## src/rtl/iwr_pkg.sv

```systemverilog
// Shared constants, FIFO operation encoding and word-format helpers for the
// instruction write register queue.
package iwr_pkg;

    localparam int IWR_A_BITS = 16;
    localparam int IWR_M_BITS = 32;
    localparam int IWR_DEPTH  = 4;

    // Widest word the helpers handle; the packed word is zero-padded up to this.
    localparam int IWR_MAX_W  = 128;

    typedef logic [IWR_MAX_W-1:0] iwr_word_t;

    // Per-cycle FIFO activity, encoded as {push, pop}.
    typedef enum logic [1:0] {
        FIFO_HOLD = 2'b00,
        FIFO_POP  = 2'b01,
        FIFO_PUSH = 2'b10,
        FIFO_BOTH = 2'b11
    } fifo_op_e;

    // Odd parity: the returned bit makes the XOR over word plus parity equal 1.
    // Zero padding above the real word does not change the result.
    function automatic logic iwr_odd_parity(input iwr_word_t word);
        return ~(^word);
    endfunction

    // Places m[m_bits-1:0] in the low field and a[a_bits-1:0] directly above it.
    function automatic iwr_word_t iwr_pack(input logic [31:0] a,
                                           input logic [31:0] m,
                                           input int          a_bits,
                                           input int          m_bits);
        iwr_word_t  res;
        logic [6:0] idx;
        res = '0;
        for (int i = 0; i < 32; i++) begin
            if (i < m_bits) begin
                idx      = 7'(i);
                res[idx] = m[5'(i)];
            end
        end
        for (int i = 0; i < 32; i++) begin
            if (i < a_bits) begin
                idx      = 7'(m_bits + i);
                res[idx] = a[5'(i)];
            end
        end
        return res;
    endfunction

endpackage

```

## src/rtl/iwr_fifo.sv

```systemverilog
// Generic synchronous FIFO: storage array, wrapping pointers, occupancy count
// and full flag. The head is read straight from registered storage, so there
// is no fall-through and no combinational path from pop to any output.
module iwr_fifo
    import iwr_pkg::*;
#(
    parameter  int WIDTH = 49,
    parameter  int DEPTH = 4,
    localparam int PW    = $clog2(DEPTH),
    localparam int CW    = $clog2(DEPTH + 1)
) (
    input  logic             clk,
    input  logic             reset,
    input  logic             flush,
    input  logic             push,
    input  logic             pop,
    input  logic [WIDTH-1:0] push_data,
    output logic             head_valid,
    output logic [WIDTH-1:0] head_data,
    output logic [CW-1:0]    count,
    output logic             full
);

    logic [WIDTH-1:0] mem_r [DEPTH];
    logic [PW-1:0]    wr_ptr_r;
    logic [PW-1:0]    rd_ptr_r;
    logic [CW-1:0]    count_r;
    fifo_op_e         op_s;

    // Decode this cycle's push/pop pair into one operation.
    always_comb begin
        op_s = fifo_op_e'({push, pop});
    end

    // Storage, pointers and occupancy; flush empties the queue but keeps storage.
    always_ff @(posedge clk) begin
        if (reset) begin
            for (int i = 0; i < DEPTH; i++) begin
                mem_r[i] <= '0;
            end
            wr_ptr_r <= '0;
            rd_ptr_r <= '0;
            count_r  <= '0;
        end else if (flush) begin
            wr_ptr_r <= '0;
            rd_ptr_r <= '0;
            count_r  <= '0;
        end else begin
            case (op_s)
                FIFO_PUSH: begin
                    mem_r[wr_ptr_r] <= push_data;
                    wr_ptr_r        <= wr_ptr_r + PW'(1);
                    count_r         <= count_r + CW'(1);
                end
                FIFO_POP: begin
                    rd_ptr_r <= rd_ptr_r + PW'(1);
                    count_r  <= count_r - CW'(1);
                end
                FIFO_BOTH: begin
                    // When full, wr_ptr equals rd_ptr: the slot being vacated
                    // by the pop receives the new tail, preserving order.
                    mem_r[wr_ptr_r] <= push_data;
                    wr_ptr_r        <= wr_ptr_r + PW'(1);
                    rd_ptr_r        <= rd_ptr_r + PW'(1);
                end
                default: begin
                    count_r <= count_r;
                end
            endcase
        end
    end

    assign head_data  = mem_r[rd_ptr_r];
    assign head_valid = (count_r != '0);
    assign count      = count_r;
    assign full       = (count_r == CW'(DEPTH));

endmodule

```

## src/rtl/iwr_queue.sv

```systemverilog
// Instruction write register with posted-write queue. A write request during
// state_fetch captures {parity, a[A_BITS-1:0], m[M_BITS-1:0]} into the legacy
// holding register iwr and posts the same word to a FIFO drained over a
// valid/ready port. Optional feature macro: IWR_PARITY_EN (odd parity in the
// top bit; when undefined the top bit is constant 0).
module iwr_queue
    import iwr_pkg::*;
#(
    parameter  int A_BITS = IWR_A_BITS,
    parameter  int M_BITS = IWR_M_BITS,
    parameter  int DEPTH  = IWR_DEPTH,
    localparam int W      = A_BITS + M_BITS + 1,
    localparam int CW     = $clog2(DEPTH + 1)
) (
    input  logic          clk,
    input  logic          reset,
    input  logic          state_fetch,
    input  logic          wr_req,
    input  logic [31:0]   a,
    input  logic [31:0]   m,
    input  logic          flush,
    output logic [W-1:0]  iwr,
    output logic          wr_valid,
    output logic [W-1:0]  wr_data,
    input  logic          wr_ready,
    output logic [CW-1:0] count,
    output logic          full,
    output logic          overflow
);

    logic                 capture_s;
    logic                 push_s;
    logic                 pop_s;
    logic                 drop_s;
    logic [W-2:0]         body_s;
    logic [IWR_MAX_W-W:0] pack_unused_s;
    logic [W-1:0]         word_s;
    logic [W-1:0]         iwr_r;
    logic                 overflow_r;
    logic                 fifo_valid_s;
    logic                 fifo_full_s;

    // Format the captured word; parity covers every data bit below it.
    always_comb begin
        {pack_unused_s, body_s} = iwr_pack(a, m, A_BITS, M_BITS);
`ifdef IWR_PARITY_EN
        word_s = {iwr_odd_parity(iwr_word_t'(body_s)), body_s};
`else
        word_s = {1'b0, body_s};
`endif
    end

    // Qualify capture and derive push/pop; flush overrides both.
    always_comb begin
        capture_s = state_fetch & wr_req;
        pop_s     = fifo_valid_s & wr_ready & ~flush;
        push_s    = capture_s & ~flush & (~fifo_full_s | pop_s);
        drop_s    = capture_s & ~flush & fifo_full_s & ~pop_s;
    end

    // Holding register loads on every capture, even when the FIFO drops it.
    always_ff @(posedge clk) begin
        if (reset) begin
            iwr_r <= '0;
        end else if (capture_s) begin
            iwr_r <= word_s;
        end else begin
            iwr_r <= iwr_r;
        end
    end

    // Sticky record of a capture lost to a full queue; only flush/reset clear it.
    always_ff @(posedge clk) begin
        if (reset) begin
            overflow_r <= 1'b0;
        end else if (flush) begin
            overflow_r <= 1'b0;
        end else if (drop_s) begin
            overflow_r <= 1'b1;
        end else begin
            overflow_r <= overflow_r;
        end
    end

    iwr_fifo #(
        .WIDTH (W),
        .DEPTH (DEPTH)
    ) u_fifo (
        .clk        (clk),
        .reset      (reset),
        .flush      (flush),
        .push       (push_s),
        .pop        (pop_s),
        .push_data  (word_s),
        .head_valid (fifo_valid_s),
        .head_data  (wr_data),
        .count      (count),
        .full       (fifo_full_s)
    );

    assign iwr      = iwr_r;
    assign wr_valid = fifo_valid_s;
    assign full     = fifo_full_s;
    assign overflow = overflow_r;

endmodule

```

## config.mk

```make
export PLATFORM = sky130hd
export DESIGN_NAME = iwr_queue
export DESIGN_NICKNAME = d
export VERILOG_FILES = /design/src/rtl/iwr_pkg.sv /design/src/rtl/iwr_fifo.sv /design/src/rtl/iwr_queue.sv
export SDC_FILE = /design/constraint.sdc
export NUM_CORES = 1
export LEC_CHECK = 0
export BUFFER_PORTS_ARGS = -buffer_cell sky130_fd_sc_hd__buf_2
export CAP_MARGIN = 20
export CORE_ASPECT_RATIO = 0.6
export CORE_MARGIN = 8
export CORE_UTILIZATION = 25
export CTS_CLUSTER_SIZE = 40
export DETAILED_ROUTE_END_ITERATION = 10
export SLEW_MARGIN = 10
export SYNTH_ARGS = -nofsm -noshare
export SYNTH_HDL_FRONTEND = slang
export SYNTH_SLANG_ARGS = --single-unit
```

## constraint.sdc

```tcl
create_clock -name clk -period 4.6 [get_ports clk]
set_input_delay 0.46 -clock clk [delete_from_list [all_inputs] [get_ports clk]]
set_output_delay 0.46 -clock clk [all_outputs]
set_load 0.1 [all_outputs]
```

==> impl_metrics.tcl, run 1 <==
set metrics [dict create \
    status "finished clean" \
    synth-seq-cells 170 \
    critical-path-top-delay-family "flip-flops" \
    fin_crit_sh 0.673 \
    crit_type "flip-flop to output port" \
    drive_above_1_share 0.287 \
    fin_util 0.304 \
    hold_class "primary input to flip-flop" \
    drt_wl_total_um 19800 \
    synthCells 579 \
    yosys_warnings 0 \
    clock_path_buffers 2 \
    first_global_vias 4781 \
    worstPathRequired_ps 4140 \
    finalWeightedCongestion 0.721 \
    r2r-end "u_fifo.mem_r[2][9]" \
    dr.pass1.iters 5 \
    num-nets-final 751 \
    cts_root_buffer "clkbuf_16" \
    r2r_setup_slack_ps 2220 \
    num_rows 48 \
    crit_path_start_kind "flip-flop" \
    synth.top_cell.area_share 0.531 \
    clk_pin_slew_ps 70 \
    cp.arrival_ps 2640 \
    cts_tree "done" \
    wire_per_inst_um 18.6 \
    setup-violations-final 0 \
    clock_sinks 170 \
    hp-start "m[15]" \
    h-tree-depth 4 \
    p_leak_nw 3.25 \
    dieArea_um2 34800 \
    worst-r2r-cell-count 5 \
    ys.flop_type "edfxtp_1" \
    drt_iter0_markers 309 \
    power.density_nw_per_um2 432 \
    tightestPinTransition_ps 1110 \
    async_reset_ff_frac 0 \
    initial_core_util 0.253 \
    ctsHoldBuffers 0 \
    final_cell_area_um2 8700 \
    clk_latency_ps 430 \
    drt-vias-per-instance 4.32 \
    numCtsBuffers 17 \
    cp_slowest_stage_delay_ps 870 \
    synth_common_cells "edfxtp_1, nor2_1, nand2_1, dfxtp_1" \
    ant_nets 0 \
    path_max_fanout 21 \
    path_buf_inv 2 \
    synthTopCellsByArea "edfxtp_1, dfxtp_1, mux4_2, nor2_1, nand2_1" \
    netlist_area_um2 7230 \
    synth_edf_count 128 \
    drc_errors 0 \
    maxCapViolCount 0 \
    grt_use_total 0.115 \
    peakVddDrop_mv 0.186 \
    seq_area_frac_synth 0.648 \
    area_growth_pct 20.3 \
    clock_skew_ps 10.1 \
    p_total_w 0.00376 \
    fmax_mhz 323 \
    io_buffers 107 \
    maxSlewHeadroom 0.251 \
    die_height_um 148 \
    synth.distinct_cells 35 \
    path_cells "buf_4 > mux4_2 > buf_2" \
    whs_path_depth 3 \
    period_minus_slack_ps 3100 \
    synth_most_common_cell "edfxtp_1" \
    whs_endpoint "iwr[15]" \
    hpwl_um 12900 \
    n_fill_cell 2946 \
    hold_viol_final 0 \
    post_cts_buffers 0 \
    grt_pass1_wl_um 30100 \
    finalMaxSlewViolations 0 \
    vias 4619 \
    rsz0062_at_grt "no" \
    cp_slowest_cell "dfxtp_2" \
    critPathCaptureType "output port" \
    core_um2 28600 \
    r2r_start "u_fifo.count[1]" \
    num_io_pins 174 \
    grt_overflow 0 \
    die_x_um 236 \
    grt_max_degree 39 \
    avgSynthCellArea_um2 12.5 \
    antenna_found_initial 1 \
    post_cts_resized 0 \
    synth_area_leader_cell "edfxtp_1" \
    placed_area_um2 8090 \
    fin_setup_tns_ps 0 \
]
-- worst max-delay path by stage --
stage | startpoint | endpoint | slack [ps] | depth (start not counted)
2_1_floorplan | u_fifo.count[0] | u_fifo.mem_r[2][0] | 310 | 3
3_3_place_gp | state_fetch | u_fifo.mem_r[2][7] | 1500 | 6
3_5_place_dp | state_fetch | u_fifo.mem_r[2][9] | 1430 | 6
4_1_cts | flip-flop | wr_data[6] | 1390 | 3
5_1_grt | flip-flop | wr_data[6] | 1300 | 3
6_report | flip-flop | wr_data[6] | 1500 | 3
-- state kept, by name, summed over array words and instances (netlist names), named ones only --
name             flops
iwr                 32
overflow             1
u_fifo.count         3
u_fifo.mem_r       128
u_fifo.rd_ptr_r      2
u_fifo.wr_ptr_r      2
-- kinds of logic after synthesis --
kind of cell	count (synthesis)	synth area share
XOR/XNOR	3	0.00363
other	1	0.000519
flip-flops	170	0.648
AO/OA/AOI/OAI	42	0.0320
buffers and inverters	74	0.0599
AND/OR/NAND/NOR	253	0.149
multiplexers	35	0.104
adder cells (fa/ha/maj)	1	0.00277
-- report_power, final --
group	total, W	internal [W]	switching [W]
Sequential	0.00173	0.00171	0.0000192
Clock	0.00147	0.000848	0.000627
Combinational	0.000555	0.0000758	0.000479
Total	0.00376	0.00263	0.00113
-- cells in the final DEF (no fill, tap or decap), drive strengths merged --
cell,instances
xnor2,2
nand2,97
mux2i,2
diode,1
dfxtp,42
bufinv,2
o41ai,2
mux4,32
xor2,1
or2,1
inv,8
nand4,4
nand3,2
or3,3
clkinvlp,3
edfxtp,128
o21ai,5
conb,34
o31ai,1
and2,26
and3,1
mux2,1
fa,1
nor2b,1
clkbuf,20
or4b,1
clkinv,4
buf,118
nor2,114
a21oi,34
nor4,3
-- worst min-delay path, delay by kind of cell --
kind	cells	cell delay (ps)
AOI/OAI and AO/OA	1	50
buffers and inverters	1	110
and+or+nand+nor	1	50
-- layout make-up --
type                    count  area [µm²]  share of cell area
well taps                 375         469              0.0539
clock buffers              20         467              0.0537
flip-flops and latches    170        4690               0.539
inverters                   5        18.8             0.00216
diodes                      1        2.50            0.000288
multi-input cells         368        2300               0.264
clock inverters            12         136              0.0157
repair buffers            118         618              0.0711
-- metrics by stage --
stage,hold WS [ps],worst slack [ps],cells
2_1_floorplan,485,306,612
3_3_place_gp,438,1500,1036
3_5_place_dp,445,1430,1036
4_1_cts,257,1390,1068
5_1_grt,252,1300,1069
6_report,278,1500,1069
-- routing by layer --
layer  track usage  share of wire
met4        0.0338          0.011
met3        0.0389          0.078
met1         0.152           0.45
met5             0              0
met2         0.178           0.46
Note: power is estimated with default switching activity, not from simulation.
==> run 2, diff against run 1 <==
==> constraint.sdc (replaced) <==
create_clock -name clk -period 3.2 [get_ports clk]
set_input_delay 0.32 -clock clk [delete_from_list [all_inputs] [get_ports clk]]
set_output_delay 0.32 -clock clk [all_outputs]
set_load 0.1 [all_outputs]
==> run 2 against run 1 <==
Net effect: sequential power is 43% higher; global-route usage is 0.087 points higher; combinational power increased by 46%; worst setup slack got worse by 910 ps; non-clock buffer count grew 7; hold slack got worse by 150 ps; count of clock-buffer cells in the layout is 1 higher; sequential share of layout area decreased by 0.29 points; critical path depth stayed put; register-to-register slack got worse by 1300 ps.
==> impl_metrics.tcl, run 2 (synthesized netlist as in run 1, its figures left out) <==
set metrics [dict create \
    io_buffers 107 \
    post_cts_resized 0 \
    status "finished clean" \
    rsz0062_at_grt "no" \
    grt_max_degree 35 \
    final_cell_area_um2 8750 \
    p_leak_nw 3.28 \
    dieArea_um2 34800 \
    crit_type "flip-flop to output port" \
    grt_pass1_wl_um 30200 \
    hold_viol_final 0 \
    power.density_nw_per_um2 611 \
    die_height_um 148 \
    first_global_vias 4799 \
    drt_wl_total_um 20100 \
    period_minus_slack_ps 2610 \
    peakVddDrop_mv 0.372 \
    hold_class "primary input to flip-flop" \
    cts_tree "done" \
    num_rows 48 \
    ant_nets 0 \
    r2r_setup_slack_ps 930 \
    dr.pass1.iters 4 \
    finalMaxSlewViolations 0 \
    grt_use_total 0.116 \
    maxCapViolCount 0 \
    final_cell_mix "edfxtp_1, nor2_1, buf_2" \
    crit_path_start_kind "flip-flop" \
    maxSlewHeadroom 0.308 \
    drt_iter0_markers 268 \
    fin_util 0.306 \
    antenna_found_initial 0 \
    placed_area_um2 8170 \
    num-nets-final 758 \
    die_x_um 236 \
    diodes 0 \
    critPathCaptureType "output port" \
    largest_reg_flops 128 \
    tightestPinTransition_ps 1030 \
    clk_pin_slew_ps 60 \
    h-tree-depth 4 \
    clock_path_buffers 2 \
    numCtsBuffers 17 \
    top_register "u_fifo.mem_r" \
    cts_root_buffer "clkbuf_16" \
    post_cts_buffers 0 \
    drt-vias-per-instance 4.34 \
    fin_setup_tns_ps 0 \
    ctsHoldBuffers 0 \
    r2r-end "u_fifo.mem_r[3][14]" \
    grt_overflow 0 \
    vias 4661 \
    area_growth_pct 21.0 \
    clock_sinks 170 \
    clk_latency_ps 440 \
    num_io_pins 174 \
    fin_crit_sh 0.815 \
    whs_endpoint "iwr[15]" \
    path_max_fanout 21 \
    setup-violations-final 0 \
    wire_per_inst_um 18.7 \
    core_um2 28600 \
    hp-start "m[15]" \
    worst-r2r-cell-count 5 \
    mostFrequentLayoutCell "edfxtp_1" \
    r2r_start "u_fifo.count[0]" \
    clock_skew_ps 15.3 \
    finalWeightedCongestion 0.722 \
    hpwl_um 13500 \
    cp.arrival_ps 2290 \
    worstPathRequired_ps 2880 \
    drc_errors 0 \
    drive_above_1_share 0.293 \
    initial_core_util 0.253 \
    whs_path_depth 3 \
    fmax_mhz 383 \
]
run 2: cell types whose count changed in the layout (fill, tap and decap cells not counted), moves of 2 or more:
cell	previous run	this run
buf_12	0	2
buf_4	11	16
clkbuf_1	0	3
clkbuf_8	3	1
clkinv_4	2	4
dfxtp_1	40	38
dfxtp_2	2	4
inv_6	3	0
run 2: report_power, final:
group          leakage [nW]  switching [W]  internal (W)  total (W)
combinational          1.32       0.000693      0.000116   0.000808
clock                 0.275       0.000885       0.00117    0.00205
sequential             1.68      0.0000288       0.00245    0.00248
total                  3.28        0.00161       0.00374    0.00534
run 2: critical path, stage by stage, from the launching register on:
cell and delay (ps):
dfxtp_2 650, buf_12 290, mux4_2 580, buf_2 320
run 2: per-stage QoR:
stage | hold slack, ps | cells | power (W) | worst slack, ps
finish | 133 | 1075 | 0.00534 | 592
global route | 122 | 1075 | 0.00552 | 450
CTS | 118 | 1074 | 0.00540 | 527
detailed placement | 444 | 1042 | 0.00335 | 722
global placement | 439 | 1042 | 0.00334 | 769
floorplan | 456 | 612 | 0.00320 | 87.9
run 2: cell type report:
| cell class | instances | area, µm² |
|---|---|---|
| Fill cell | 2943 | 19800 |
| Sequential cell | 170 | 4690 |
| Multi-Input combinational cell | 368 | 2300 |
| Timing Repair Buffer | 125 | 696 |
| Tap cell | 375 | 469 |
| Clock buffer | 21 | 450 |
| Clock inverter | 11 | 124 |
| Inverter | 5 | 18.8 |
run 2: metal layers:
layer	GRT usage	wire length, µm	up-vias
li1	-	-	2170
met1	0.152	9330	2353
met2	0.186	9410	124
met3	0.0355	1200	14
met4	0.0307	173	0
met5	0	0	-
run 2: how the worst max path moves through the flow:
stage | slack (ps) | cells after the start | to
finish | 590 | 3 | wr_data[47]
global placement | 770 | 5 | u_fifo.mem_r[2][7]
detailed placement | 720 | 5 | u_fifo.mem_r[2][22]
floorplan | 90 | 3 | u_fifo.mem_r[0][0]
CTS | 530 | 3 | wr_data[39]
global route | 450 | 3 | wr_data[47]
==> run 3, diff against run 2 <==
==> constraint.sdc (replaced) <==
create_clock -name clk -period 2.6 [get_ports clk]
set_input_delay 0.26 -clock clk [delete_from_list [all_inputs] [get_ports clk]]
set_output_delay 0.26 -clock clk [all_outputs]
set_load 0.1 [all_outputs]
==> run 3 against run 2 <==
Net effect: combinational power grew 23%; sequential cell count is the same; non-clock buffer count rose by 2; wire length is 0.19% lower; worst setup slack worse by 420 ps; sequential share of layout area hardly changed; die area unchanged.
==> impl_metrics.tcl, run 3 (synthesized netlist as in run 1, its figures left out) <==
set metrics [dict create \
    status "finished clean" \
    h-tree-depth 4 \
    post_cts_buffers 0 \
    post_cts_resized 0 \
    setup-violations-final 0 \
    cp_slowest_cell "mux4_2" \
    finalWeightedCongestion 0.713 \
    first_global_vias 4782 \
    maxSlewHeadroom 0.287 \
    n_fill_cell 2935 \
    grt_max_degree 35 \
    period_minus_slack_ps 2430 \
    path_cells "buf_12 > mux4_2 > buf_2" \
    path_max_fanout 18 \
    worst-r2r-cell-count 4 \
    clock_path_buffers 2 \
    antenna_found_initial 1 \
    num-nets-final 760 \
    whs_endpoint "iwr[13]" \
    cp_slowest_stage_delay_ps 580 \
    hp-start "m[13]" \
    clk_pin_slew_ps 70 \
    clock_sinks 170 \
    initial_core_util 0.253 \
    die_x_um 236 \
    hold_class "primary input to flip-flop" \
    cts_tree "done" \
    final_cell_mix "edfxtp_1, nor2_1, buf_2" \
    drc_errors 0 \
    grt_pass1_wl_um 30400 \
    die_height_um 148 \
    vias 4714 \
    clk_latency_ps 430 \
    top_register "u_fifo.mem_r" \
    r2r_setup_slack_ps 410 \
    finalMaxSlewViolations 0 \
    fin_crit_sh 0.933 \
    fmax_mhz 412 \
    rsz0062_at_grt "no" \
    drive_above_1_share 0.298 \
    largest_reg_flops 128 \
    grt_use_total 0.116 \
    area_growth_pct 21.3 \
    whs_ps 76.5 \
    r2r-end "u_fifo.mem_r[0][21]" \
    drt_wl_total_um 20100 \
    fin_util 0.307 \
    p_total_w 0.00648 \
    hold_viol_final 0 \
    tightestPinTransition_ps 1060 \
    power.density_nw_per_um2 739 \
    worstPathRequired_ps 2340 \
    drt-vias-per-instance 4.38 \
    io_buffers 107 \
    crit_path_start_kind "flip-flop" \
    diodes 0 \
    ant_nets 0 \
    clock_skew_ps 7.41 \
    cp.arrival_ps 2170 \
    mostFrequentLayoutCell "edfxtp_1" \
    hpwl_um 13600 \
    ctsHoldBuffers 0 \
    core_um2 28600 \
    p_leak_nw 3.27 \
    num_io_pins 174 \
    peakVddDrop_mv 0.346 \
    cts_root_buffer "clkbuf_16" \
    maxCapViolCount 0 \
    crit_type "flip-flop to output port" \
    num_rows 48 \
    r2r_start "u_fifo.wr_ptr_r[0]" \
    wire_per_inst_um 18.6 \
    dieArea_um2 34800 \
    grt_overflow 0 \
    drt_iter0_markers 474 \
    numCtsBuffers 17 \
    critPathCaptureType "output port" \
    dr.pass1.iters 5 \
    whs_path_depth 3 \
]
## run 3: cell count changes in the layout (fill, tap and decap cells not counted), moves of 2 or more
cell	change
clkinv_4	-2
clkinvlp_4	+3
dfxtp_2	-2
dfxtp_4	+3
inv_6	+3
## run 3: cell type report
| class | instances | area [µm²] | share of cell area |
|---|---|---|---|
| Multi-Input combinational cell | 368 | 2310 | 0.263 |
| Timing Repair Buffer | 127 | 723 | 0.0825 |
| Clock buffer | 19 | 433 | 0.0494 |
| Tap cell | 375 | 469 | 0.0535 |
| Inverter | 5 | 18.8 | 0.00214 |
| Sequential cell | 170 | 4700 | 0.536 |
| Clock inverter | 13 | 120 | 0.0137 |
## run 3: worst max path at each step
stage | startpoint | endpoint | slack (ps) | cells after the start
2_1_floorplan | u_fifo.count[1] | u_fifo.mem_r[3][0] | -120 | 5
3_3_place_gp | state_fetch | u_fifo.mem_r[2][7] | 330 | 6
3_5_place_dp | state_fetch | u_fifo.mem_r[2][9] | 270 | 6
4_1_cts | flip-flop | wr_data[1] | 120 | 3
5_1_grt | flip-flop | wr_data[1] | 70 | 3
6_report | flip-flop | wr_data[47] | 170 | 3
## run 3: routing by layer
layer	vias to the layer above	track usage	share of wire	wire length, µm
li1	2175	-	-	-
met1	2377	0.154	0.46	9270
met2	140	0.184	0.47	9410
met3	20	0.0335	0.056	1120
met4	2	0.0331	0.013	264
met5	-	0	0.00065	13
## run 3: power breakdown
| part | internal [W] | switching [W] | leakage, nW | total, W |
|---|---|---|---|---|
| clock | 0.00132 | 0.00111 | 0.254 | 0.00244 |
| sequential | 0.00302 | 0.0000341 | 1.68 | 0.00305 |
| combinational | 0.000143 | 0.000853 | 1.33 | 0.000996 |
| total | 0.00448 | 0.00200 | 3.27 | 0.00648 |
## run 3: critical path, delay by kind of cell (launching register included)
family	cells	cell delay [ps]
DFF	1	560
muxes	1	580
buffers and inverters	2	580
## run 3: per-stage QoR
step | worst slack, ps | cell area, µm² | cells | TNS (ps)
5_1_grt | 72.3 | 8770 | 1077 | 0
2_1_floorplan | -117 | 7410 | 612 | -3750
4_1_cts | 120 | 8770 | 1077 | 0
3_5_place_dp | 267 | 8220 | 1045 | 0
3_3_place_gp | 326 | 8220 | 1045 | 0
6_report | 175 | 8770 | 1077 | 0
